**src/rtl/packet_scheduler_pkg.sv**
```systemverilog
// Shared types and default sizing for the video/audio packet scheduler.
package packet_scheduler_pkg;

   localparam int ADDR_W          = 17;
   localparam int DEF_PIX_PER_PKT = 320;
   localparam int DEF_FRAME_PIX   = 76800;
   localparam int DEF_GAP_CYC     = 48;

   typedef enum logic [2:0] {
      ST_IDLE      = 3'd0,
      ST_ARB       = 3'd1,
      ST_LAUNCH    = 3'd2,
      ST_WAIT_DONE = 3'd3,
      ST_GAP       = 3'd4
   } state_e;

   typedef enum logic {
      KIND_VIDEO = 1'b0,
      KIND_AUDIO = 1'b1
   } kind_e;

endpackage

```
**src/rtl/packet_scheduler_gap_timer.sv**
```systemverilog
// Loadable down-counter; counts to zero and holds there. Shared by the
// inter-packet gap and the serializer timeout.
module gap_timer #(
   parameter int W = 13
) (
   input  logic         clk,
   input  logic         rst_n,
   input  logic         load_i,
   input  logic [W-1:0] load_val_i,
   output logic         zero_o
);

   logic [W-1:0] cnt_q;
   logic [W-1:0] cnt_d;

   // Next count: a load wins, otherwise decrement until zero.
   always_comb begin
      cnt_d = cnt_q;
      if (load_i) begin
         cnt_d = load_val_i;
      end else if (cnt_q != '0) begin
         cnt_d = cnt_q - W'(1);
      end
   end

   // Counter register.
   always_ff @(posedge clk or negedge rst_n) begin
      if (!rst_n) begin
         cnt_q <= '0;
      end else begin
         cnt_q <= cnt_d;
      end
   end

   assign zero_o = (cnt_q == '0);

endmodule

```
**src/rtl/packet_scheduler.sv**
```systemverilog
// Packet scheduler: interleaves video packets of a frame with audio packets,
// spaces packets by a fixed gap and guards the serializer with a timeout.
module packet_scheduler
   import packet_scheduler_pkg::*;
#(
   parameter int PIX_PER_PKT = DEF_PIX_PER_PKT,
   parameter int FRAME_PIX   = DEF_FRAME_PIX,
   parameter int GAP_CYC     = DEF_GAP_CYC,
   parameter int TIMEOUT_CYC = 4096
) (
   input  logic              clk,
   input  logic              rst_n,
   input  logic              frame_req,
   input  logic              audio_ready,
   input  logic              tx_done,
   output logic              tx_start,
   output logic              tx_kind,
   output logic [ADDR_W-1:0] tx_addr,
   output logic              audio_ack,
   output logic              frame_busy,
   output logic              frame_done,
   output logic              err_timeout
);

   localparam int TMR_MAX = (TIMEOUT_CYC > GAP_CYC) ? TIMEOUT_CYC : GAP_CYC;
   localparam int TMR_W   = $clog2(TMR_MAX + 1);

   state_e            state_q;
   kind_e             kind_q;
   logic              tx_start_q;
   logic [ADDR_W-1:0] tx_addr_q;
   logic              audio_ack_q;
   logic              frame_busy_q;
   logic              frame_done_q;
   logic              err_timeout_q;
   logic [ADDR_W-1:0] addr_q;
   logic              pend_q;
   logic              last_audio_q;

   logic              tmr_load;
   logic [TMR_W-1:0]  tmr_val;
   logic              tmr_zero;
   logic [ADDR_W-1:0] addr_adv;
   logic              video_done;
   logic              frame_end;
   logic              pick_audio;

   gap_timer #(.W(TMR_W)) u_gap_timer (
      .clk       (clk),
      .rst_n     (rst_n),
      .load_i    (tmr_load),
      .load_val_i(tmr_val),
      .zero_o    (tmr_zero)
   );

   assign addr_adv   = addr_q + ADDR_W'(PIX_PER_PKT);
   assign video_done = (state_q == ST_WAIT_DONE) && tx_done && (kind_q == KIND_VIDEO);
   assign frame_end  = video_done && (addr_adv == ADDR_W'(FRAME_PIX));
   // Audio wins unless it just went out while a frame still needs service.
   assign pick_audio = audio_ready && (!last_audio_q || !frame_busy_q);

   // Timer loads: timeout window on launch, gap on completion or timeout.
   always_comb begin
      tmr_load = 1'b0;
      tmr_val  = '0;
      if (state_q == ST_LAUNCH) begin
         tmr_load = 1'b1;
         tmr_val  = TMR_W'(TIMEOUT_CYC - 1);
      end else if ((state_q == ST_WAIT_DONE) && (tx_done || tmr_zero)) begin
         tmr_load = 1'b1;
         tmr_val  = TMR_W'(GAP_CYC - 1);
      end
   end

   // Scheduler FSM with frame bookkeeping and registered outputs.
   always_ff @(posedge clk or negedge rst_n) begin
      if (!rst_n) begin
         state_q       <= ST_IDLE;
         kind_q        <= KIND_VIDEO;
         tx_start_q    <= 1'b0;
         tx_addr_q     <= '0;
         audio_ack_q   <= 1'b0;
         frame_busy_q  <= 1'b0;
         frame_done_q  <= 1'b0;
         err_timeout_q <= 1'b0;
         addr_q        <= '0;
         pend_q        <= 1'b0;
         last_audio_q  <= 1'b0;
      end else begin
         tx_start_q   <= 1'b0;
         audio_ack_q  <= 1'b0;
         frame_done_q <= 1'b0;

         // A completing frame restarts at once if a request is waiting or
         // arrives in that very cycle; otherwise requests start or queue.
         if (frame_end) begin
            addr_q       <= '0;
            frame_done_q <= 1'b1;
            if (pend_q || frame_req) begin
               pend_q <= 1'b0;
            end else begin
               frame_busy_q <= 1'b0;
            end
         end else begin
            if (video_done) begin
               addr_q <= addr_adv;
            end
            if (frame_req) begin
               if (frame_busy_q) begin
                  pend_q <= 1'b1;
               end else begin
                  frame_busy_q <= 1'b1;
                  addr_q       <= '0;
               end
            end
         end

         unique case (state_q)
            ST_IDLE: begin
               if (frame_busy_q || audio_ready) begin
                  state_q <= ST_ARB;
               end
            end
            ST_ARB: begin
               if (pick_audio) begin
                  state_q      <= ST_LAUNCH;
                  kind_q       <= KIND_AUDIO;
                  tx_start_q   <= 1'b1;
                  audio_ack_q  <= 1'b1;
                  last_audio_q <= 1'b1;
               end else if (frame_busy_q) begin
                  state_q      <= ST_LAUNCH;
                  kind_q       <= KIND_VIDEO;
                  tx_start_q   <= 1'b1;
                  tx_addr_q    <= addr_q;
                  last_audio_q <= 1'b0;
               end else begin
                  state_q <= ST_IDLE;
               end
            end
            ST_LAUNCH: begin
               state_q <= ST_WAIT_DONE;
            end
            ST_WAIT_DONE: begin
               if (tx_done) begin
                  state_q <= ST_GAP;
               end else if (tmr_zero) begin
                  err_timeout_q <= 1'b1;
                  state_q       <= ST_GAP;
               end
            end
            ST_GAP: begin
               if (tmr_zero) begin
                  state_q <= ST_ARB;
               end
            end
            default: begin
               state_q <= ST_IDLE;
            end
         endcase
      end
   end

   assign tx_start    = tx_start_q;
   assign tx_kind     = kind_q;
   assign tx_addr     = tx_addr_q;
   assign audio_ack   = audio_ack_q;
   assign frame_busy  = frame_busy_q;
   assign frame_done  = frame_done_q;
   assign err_timeout = err_timeout_q;

endmodule

```
**config.mk**
```make
export PLATFORM = sky130hd
export DESIGN_NAME = packet_scheduler
export DESIGN_NICKNAME = d
export VERILOG_FILES = /design/src/rtl/packet_scheduler_pkg.sv /design/src/rtl/packet_scheduler_gap_timer.sv /design/src/rtl/packet_scheduler.sv
export SDC_FILE = /design/constraint.sdc
export NUM_CORES = 1
export LEC_CHECK = 0
export BUFFER_PORTS_ARGS = -buffer_cell sky130_fd_sc_hd__buf_4
export CORE_MARGIN = 8
export CORE_UTILIZATION = 59
export CTS_CLUSTER_DIAMETER = 40
export DETAILED_ROUTE_END_ITERATION = 10
export MAX_ROUTING_LAYER = met4
export PLACE_DENSITY = 0.89
export RECOVER_POWER = 100
export SLEW_MARGIN = 20
export SYNTH_ARGS = -nofsm -noshare
export SYNTH_HDL_FRONTEND = slang
export SYNTH_SLANG_ARGS = --single-unit
```
**constraint.sdc**
```tcl
create_clock -name clk -period 3.5 [get_ports clk]
set_input_delay 0.35 -clock clk [delete_from_list [all_inputs] [get_ports clk]]
set_output_delay 0.35 -clock clk [all_outputs]
set_load 0.005 [all_outputs]
```
== Word-level counts from Yosys, hierarchy flattened ==
Cells that the tools add are included.

* Register bits: 57
* Bits in latches: 0
* Memory bits (writable): 0
* Memory bits (read-only): 0
* Input bits: 5
* Output and inout bits: 23
* Word-level logic and storage cells: 82
* Memories kept: 0

* Add/sub/neg operators: 2
* $mul: 0
* Div/mod/pow operators: 0
* $lt $le $gt $ge: 0
* Equal/unequal tests: 10
* Shift operators: 0
* Muxes and demuxes: 32
* Bitwise gates (word level): 3
* Reductions and logical operators: 24

{| class="wikitable"
|+ Operators with widths
! kind !! count
|-
| $mux 17 || 4
|-
| $mux 13 || 2
|-
| $add 17x9->17 const B || 1
|-
| $eq 17x17->1 const B || 1
|-
| $mux 1 || 17
|-
| $pmux 3 s5 || 1
|-
| $logic_not 13->1 || 1
|-
| $reduce_bool 13->1 || 1
|-
| $sub 13x1->13 const B || 1
|-
| $mux 12 || 1
|-
| $mux 3 || 4
|-
| $reduce_and 3->1 || 4
|-
| $reduce_bool 2->1 || 4
|-
| $eq 3x2->1 const B || 2
|-
| $mux 6 || 1
|-
| $ne 2x2->1 const B || 3
|-
| $logic_and 1x1->1 || 5
|-
| $logic_or 1x1->1 || 4
|-
| $mux 2 || 2
|-
| $reduce_and 2->1 || 2
|-
| $eq 3x1->1 const B || 1
|-
| $eq 3x3->1 const B || 1
|-
| $logic_not 3->1 || 1
|-
| $ne 3x3->1 const B || 1
|-
| other kinds (3) || 6
|}

== Longest topological paths before layout ==
* Depth in word-level cells: 7
* Mapped depth: 8
* Depth with buffers taken out: 7

== By module ==
A second synthesis with hierarchy kept.

* Cells, all modules: 240
* Area total of the unflattened synthesis: 2419.8 sq um

{| class="wikitable"
|+ Modules (own cells, without submodules)
! module !! instances !! cells each !! area each (sq um) !! sequential area each (sq um)
|-
| packet_scheduler || 1 || 158 || 1652.8 || 800.8
|-
| gap_timer || 1 || 82 || 767.0 || 325.3
|}

== Least setup slack after synthesis ==
No wires, ideal clock.

* Path type: register -> register
* From: reg addr_q[6]
* To: reg addr_q[8]
* Library setup time: 0.119 ns
* Arrival time: 1.808 ns
* Data required time: 3.381 ns
* Setup slack: 1.574 ns
* Cell stages (with the launch flop): 8
* Path buffers: 1
* Period minus slack after synthesis: 1.926 ns
* Cells stage by stage: dfrtp_1 ha_1 xor2_1 nand4b_1 or3_4 o32ai_2 buf_4 nor2_1

* Longest elaborated chain between the ends: 5
* Elaborated cells between the ends (all ways): 7
* Classes of those cells: 1 x add/sub; 1 x eq/ne; 4 x mux; 1 x reduce/logical

{| class="wikitable"
|+ RTL lines
! element !! RTL line !! RTL
|-
| start, declared || packet_scheduler.sv:36 || <nowiki>logic [ADDR_W-1:0] addr_q;</nowiki>
|-
| start signal, assigned || packet_scheduler.sv:106 || <nowiki>addr_q <= addr_adv;</nowiki>
|-
| $add 17x9->17 * || packet_scheduler.sv:56 || <nowiki>assign addr_adv = addr_q + ADDR_W'(PIX_PER_PKT);</nowiki>
|-
| branches (longest 3 deep; another with $eq 17x17->1) || n/a ||
|-
| $mux 17 * || packet_scheduler.sv:96 || <nowiki>if (frame_end) begin</nowiki>
|}

Mark *: on every way between the ends.
A chain may end at the register's enable or synchronous reset.

== Final worst setup path ==
* From: reg state_q[2]
* To: reg addr_q[7]

* Longest elaborated chain between the ends: 7
* Elaborated cells between the ends (all ways): 8
* Classes of those cells: 1 x eq/ne; 4 x mux; 3 x reduce/logical

{| class="wikitable"
|+ RTL lines
! element !! RTL line !! RTL
|-
| start, declared || packet_scheduler.sv:28 || <nowiki>state_e state_q;</nowiki>
|-
| start signal, assigned || packet_scheduler.sv:78 || <nowiki>state_q <= ST_IDLE;</nowiki>
|-
| start signal, assigned || packet_scheduler.sv:121 || <nowiki>state_q <= ST_ARB;</nowiki>
|-
| start signal, assigned || packet_scheduler.sv:126 || <nowiki>state_q <= ST_LAUNCH;</nowiki>
|-
| $eq 3x2->1 * || packet_scheduler.sv:57 || <nowiki>assign video_done = (state_q == ST_WAIT_DONE) && tx_done && (kind_q == KIND_VIDEO);</nowiki>
|-
| $logic_and 1x1->1 * (2 in series) || packet_scheduler.sv:57 ||
|-
| $mux 17 || packet_scheduler.sv:105 || <nowiki>if (video_done) begin</nowiki>
|-
| $mux 17 || packet_scheduler.sv:109 || <nowiki>if (frame_busy_q) begin</nowiki>
|-
| $mux 17 || packet_scheduler.sv:108 || <nowiki>if (frame_req) begin</nowiki>
|-
| $mux 17 * || packet_scheduler.sv:96 ||
|}

Mark *: on every way between the ends. The rest lies on a longest branch, timed or not.

==> results.md <==
- Fraction of registers with async set/reset: 100%
- Critical Path AT: approximately 2.8 ns
- Hold Crit Start: frame_req
- RSZ-0062 raised after global routing: no
- Detailed Routing Iterations Pass 1: 5
- Cell Area, Synth: 0.00228 mm2
- Crit path kind: flop to flop
- Area after DPL: approximately 0.0024 mm2
- Die H: between 70 and 80 um
- Setup WS post-layout: 0.808 ns
- GRT overflow: 0
- Die width: between 70 and 80 um
- Placed Instances: between 200 and 300
- EDFF count, synth: 0
- Reg-to-Reg Start: state_q[2]
- TritonCTS buffer count: 5
- Largest net degree at the start of global routing: 46
- Layout area overhead: 8.79%
- Worst Path Required: around 3.7 ns
- Clock skew after layout: just over 0.01 ns
- Crit path capture: addr_q[7]
- Logic pwr share: between 30% and 40%
- Final setup violating endpoints: 0
- DR WL/cell: about 15 um
- Final core utilization: around 67%
- Max cap viols: 1
- Final nets: approximately 250
- Clk buf depth: 2
- CTS tree: done
- Worst min path class: input pin to flop
- Post-layout minimum cycle time: 2.69 ns
- Final cell count without fillers: between 200 and 300
- F_max: 371 MHz
- Starting density of the core: around 60%
- Crit-path max FO: 11
- Fin. max-slew vios: 46
- Max rail drop VDD: 0.428 mV
- Critical Path Source Type: flop
- ANT nets after route: 0
- Slew HR: -51.8%
- Setup Buffers After CTS: 0
- Seq cells post-synth: between 40 and 50
- CTS Hold Buffers Added: 0
- Clock transition at path regs: 0.08 ns
- Net switching power: approximately 680 uW
- Total wire length: between 4 and 5 mm
- Initial antenna violation count: 0
- Ys Warns: 0
- Sequential Area: about 0.0011 mm2
- GRT Util Overall: about 15%
- Int Pwr: 1130 uW
- Fin. Hold Viols: 0
- Synth Instances: around 220
- Top_reg_cell synth: dfrtp_1
- Crit path launch: state_q[2]
- Reg2Reg Capture Point: addr_q[7]
- Filler cells: about 300
- Failing checks: max-capacitance violations, max-slew violations
- Layout cell share with drive strength beyond 1: 17.2%
- Slew of the pin with the lowest slew margin: 2.28 ns
- R2R setup slack: 0.81 ns
- Post-CTS sizing: 0
- Mapped Avg Cell Area: 10.4 um2
- Status: complete, but fails checks
- Global-route wire length before repair: 7.25 mm
- Drt first-iter violations: between 100 and 150
- Total leakage power: ~0.0011 uW
- Sequential Power Share: between 40% and 50%
- TritonCTS Sinks: 45
- H-tree depth: 2
- Yosys cell types: 47
- Most frequent cells in the layout: dfrtp_1, nor2_1, clkbuf_4, xnor2_1, o21ai_0
- DRC errors left: 0
- R2R cell count: 5
- # port buffers: 21
- Worst Setup End Kind: flop
- Clk root buf: clkbuf_8
- Dpl ws: 0.968 ns
- Hold path cells: 3
- Setup TNS: 0 ns
- Hpwl dp: ~3.2 mm
- Via count: between 1,500 and 2,000
- Register area share after synthesis: between 40% and 50%
- Clock latency on the worst-skew pair: ~0.3 ns
- Die area: around 0.006 mm2
- Vias in the first global route: approximately 1,600
- Final worst-path cycle share: ~77%
- Routability cong.: between 0.8 and 0.9
- Switching Share: 37.5%
- Rows: 22
- Multi-input gate area: ~0.0010 mm2
- PD cells: between 700 and 800 mW/mm2
- # IOs: 28
- DR vias/cell: ~5.6
- Post-route cell area: about 0.0025 mm2
- Number of diodes: 0
- Clock power frac: approximately 17%
- Commonest non-fill, non-tap cell in the layout: dfrtp_1
- Core footprint: around 0.0037 mm2
## cell usage after synthesis, types with 2 or more instances
cell type / instances / area [um2]
a21o_1: 2 / 15.0
a21oi_1: 5 / 25.0
buf_2: 4 / 20.0
buf_4: 8 / 60.1
dfrtp_1: 45 / 1130
ha_1: 3 / 37.5
inv_1: 6 / 22.5
mux2_2: 10 / 113
nand2_1: 12 / 45.0
nand2b_1: 7 / 43.8
nand3_1: 5 / 25.0
nand4_1: 2 / 12.5
nor2_1: 26 / 97.6
nor2b_1: 3 / 18.8
nor3_1: 7 / 35.0
nor4_1: 4 / 25.0
nor4b_1: 3 / 26.3
o2111ai_1: 2 / 17.5
o21ai_0: 13 / 65.1
or4_1: 3 / 22.5
xnor2_1: 15 / 131
xor2_1: 9 / 78.8
## through the flow
stage / power, uW / hold WS [ns]
finish: 1810 / 0.349
global route: 1950 / 0.354
detailed placement: 1550 / 0.376
floorplan: 1360 / 0.0544
CTS: 1840 / 0.0568
global placement: 1500 / 0.370
## cells by family (layout without fill, tap and decap cells)
family                   after synthesis  count (layout)  share of synthesized area [%]
buffers and inverters                 21              36                           5.33
XOR/XNOR                              24              24                           9.23
AND/OR/NAND/NOR                       81              81                           19.4
adder cells (fa/ha/maj)                3               3                           1.65
flip-flops                            45              45                           49.4
other                                  1               6                          0.165
multiplexers                          11              11                           5.38
AO/OA/AOI/OAI                         33              33                           9.45
## flip-flops by register name, indices dropped and copies added (netlist names), 3 cells and up
register / flops
state_q: 3
u_gap_timer.cnt_q: 13
addr_q: 11
tx_addr: 11
## critical path: stages (launching register included)
cell and delay, ns:
dfrtp_1 0.43, nor2b_1 0.37, nand4b_1 0.42, or3_1 0.55, o32ai_2 0.66, nor2_1 0.12
## routing by layer
| metal | vias to the layer above | wire [um] | GRT usage, % |
|---|---|---|---|
| li1 | 781 | - | - |
| met1 | 777 | 1960 | 18.7 |
| met2 | 32 | 1970 | 22.3 |
| met3 | 11 | 165 | 3.99 |
| met4 | 0 | 79 | 5.93 |
| met5 | - | 0 | - |
## worst min-delay path by stage
| stage | end |
|---|---|
| 3_3_place_gp | tx_start |
| 5_1_grt | audio_ack |
| 4_1_cts | u_gap_timer.cnt_q[2] |
| 6_report | pend_q |
| 3_5_place_dp | audio_ack |
| 2_1_floorplan | addr_q[10] |
## cell type report
| class | instances | area share, % |
|---|---|---|
| flip-flops and latches | 45 | 45.4 |
| multi-input cells | 158 | 41.5 |
| repair buffers | 22 | 6.36 |
| clock buffers | 6 | 2.93 |
| well taps | 48 | 2.42 |
| inverters | 6 | 0.909 |
| clock inverters | 2 | 0.404 |
## power by group through the flow
| stage | registers [uW] | logic [uW] | clock network (uW) |
|---|---|---|---|
| floorplan | 813 | 545 | 0 |
| global placement | 891 | 610 | 0 |
| detailed placement | 907 | 639 | 0 |
| CTS | 895 | 642 | 308 |
| global route | 923 | 700 | 331 |
| finish | 892 | 615 | 304 |
No activity file was read; power rests on OpenSTA's default activity.
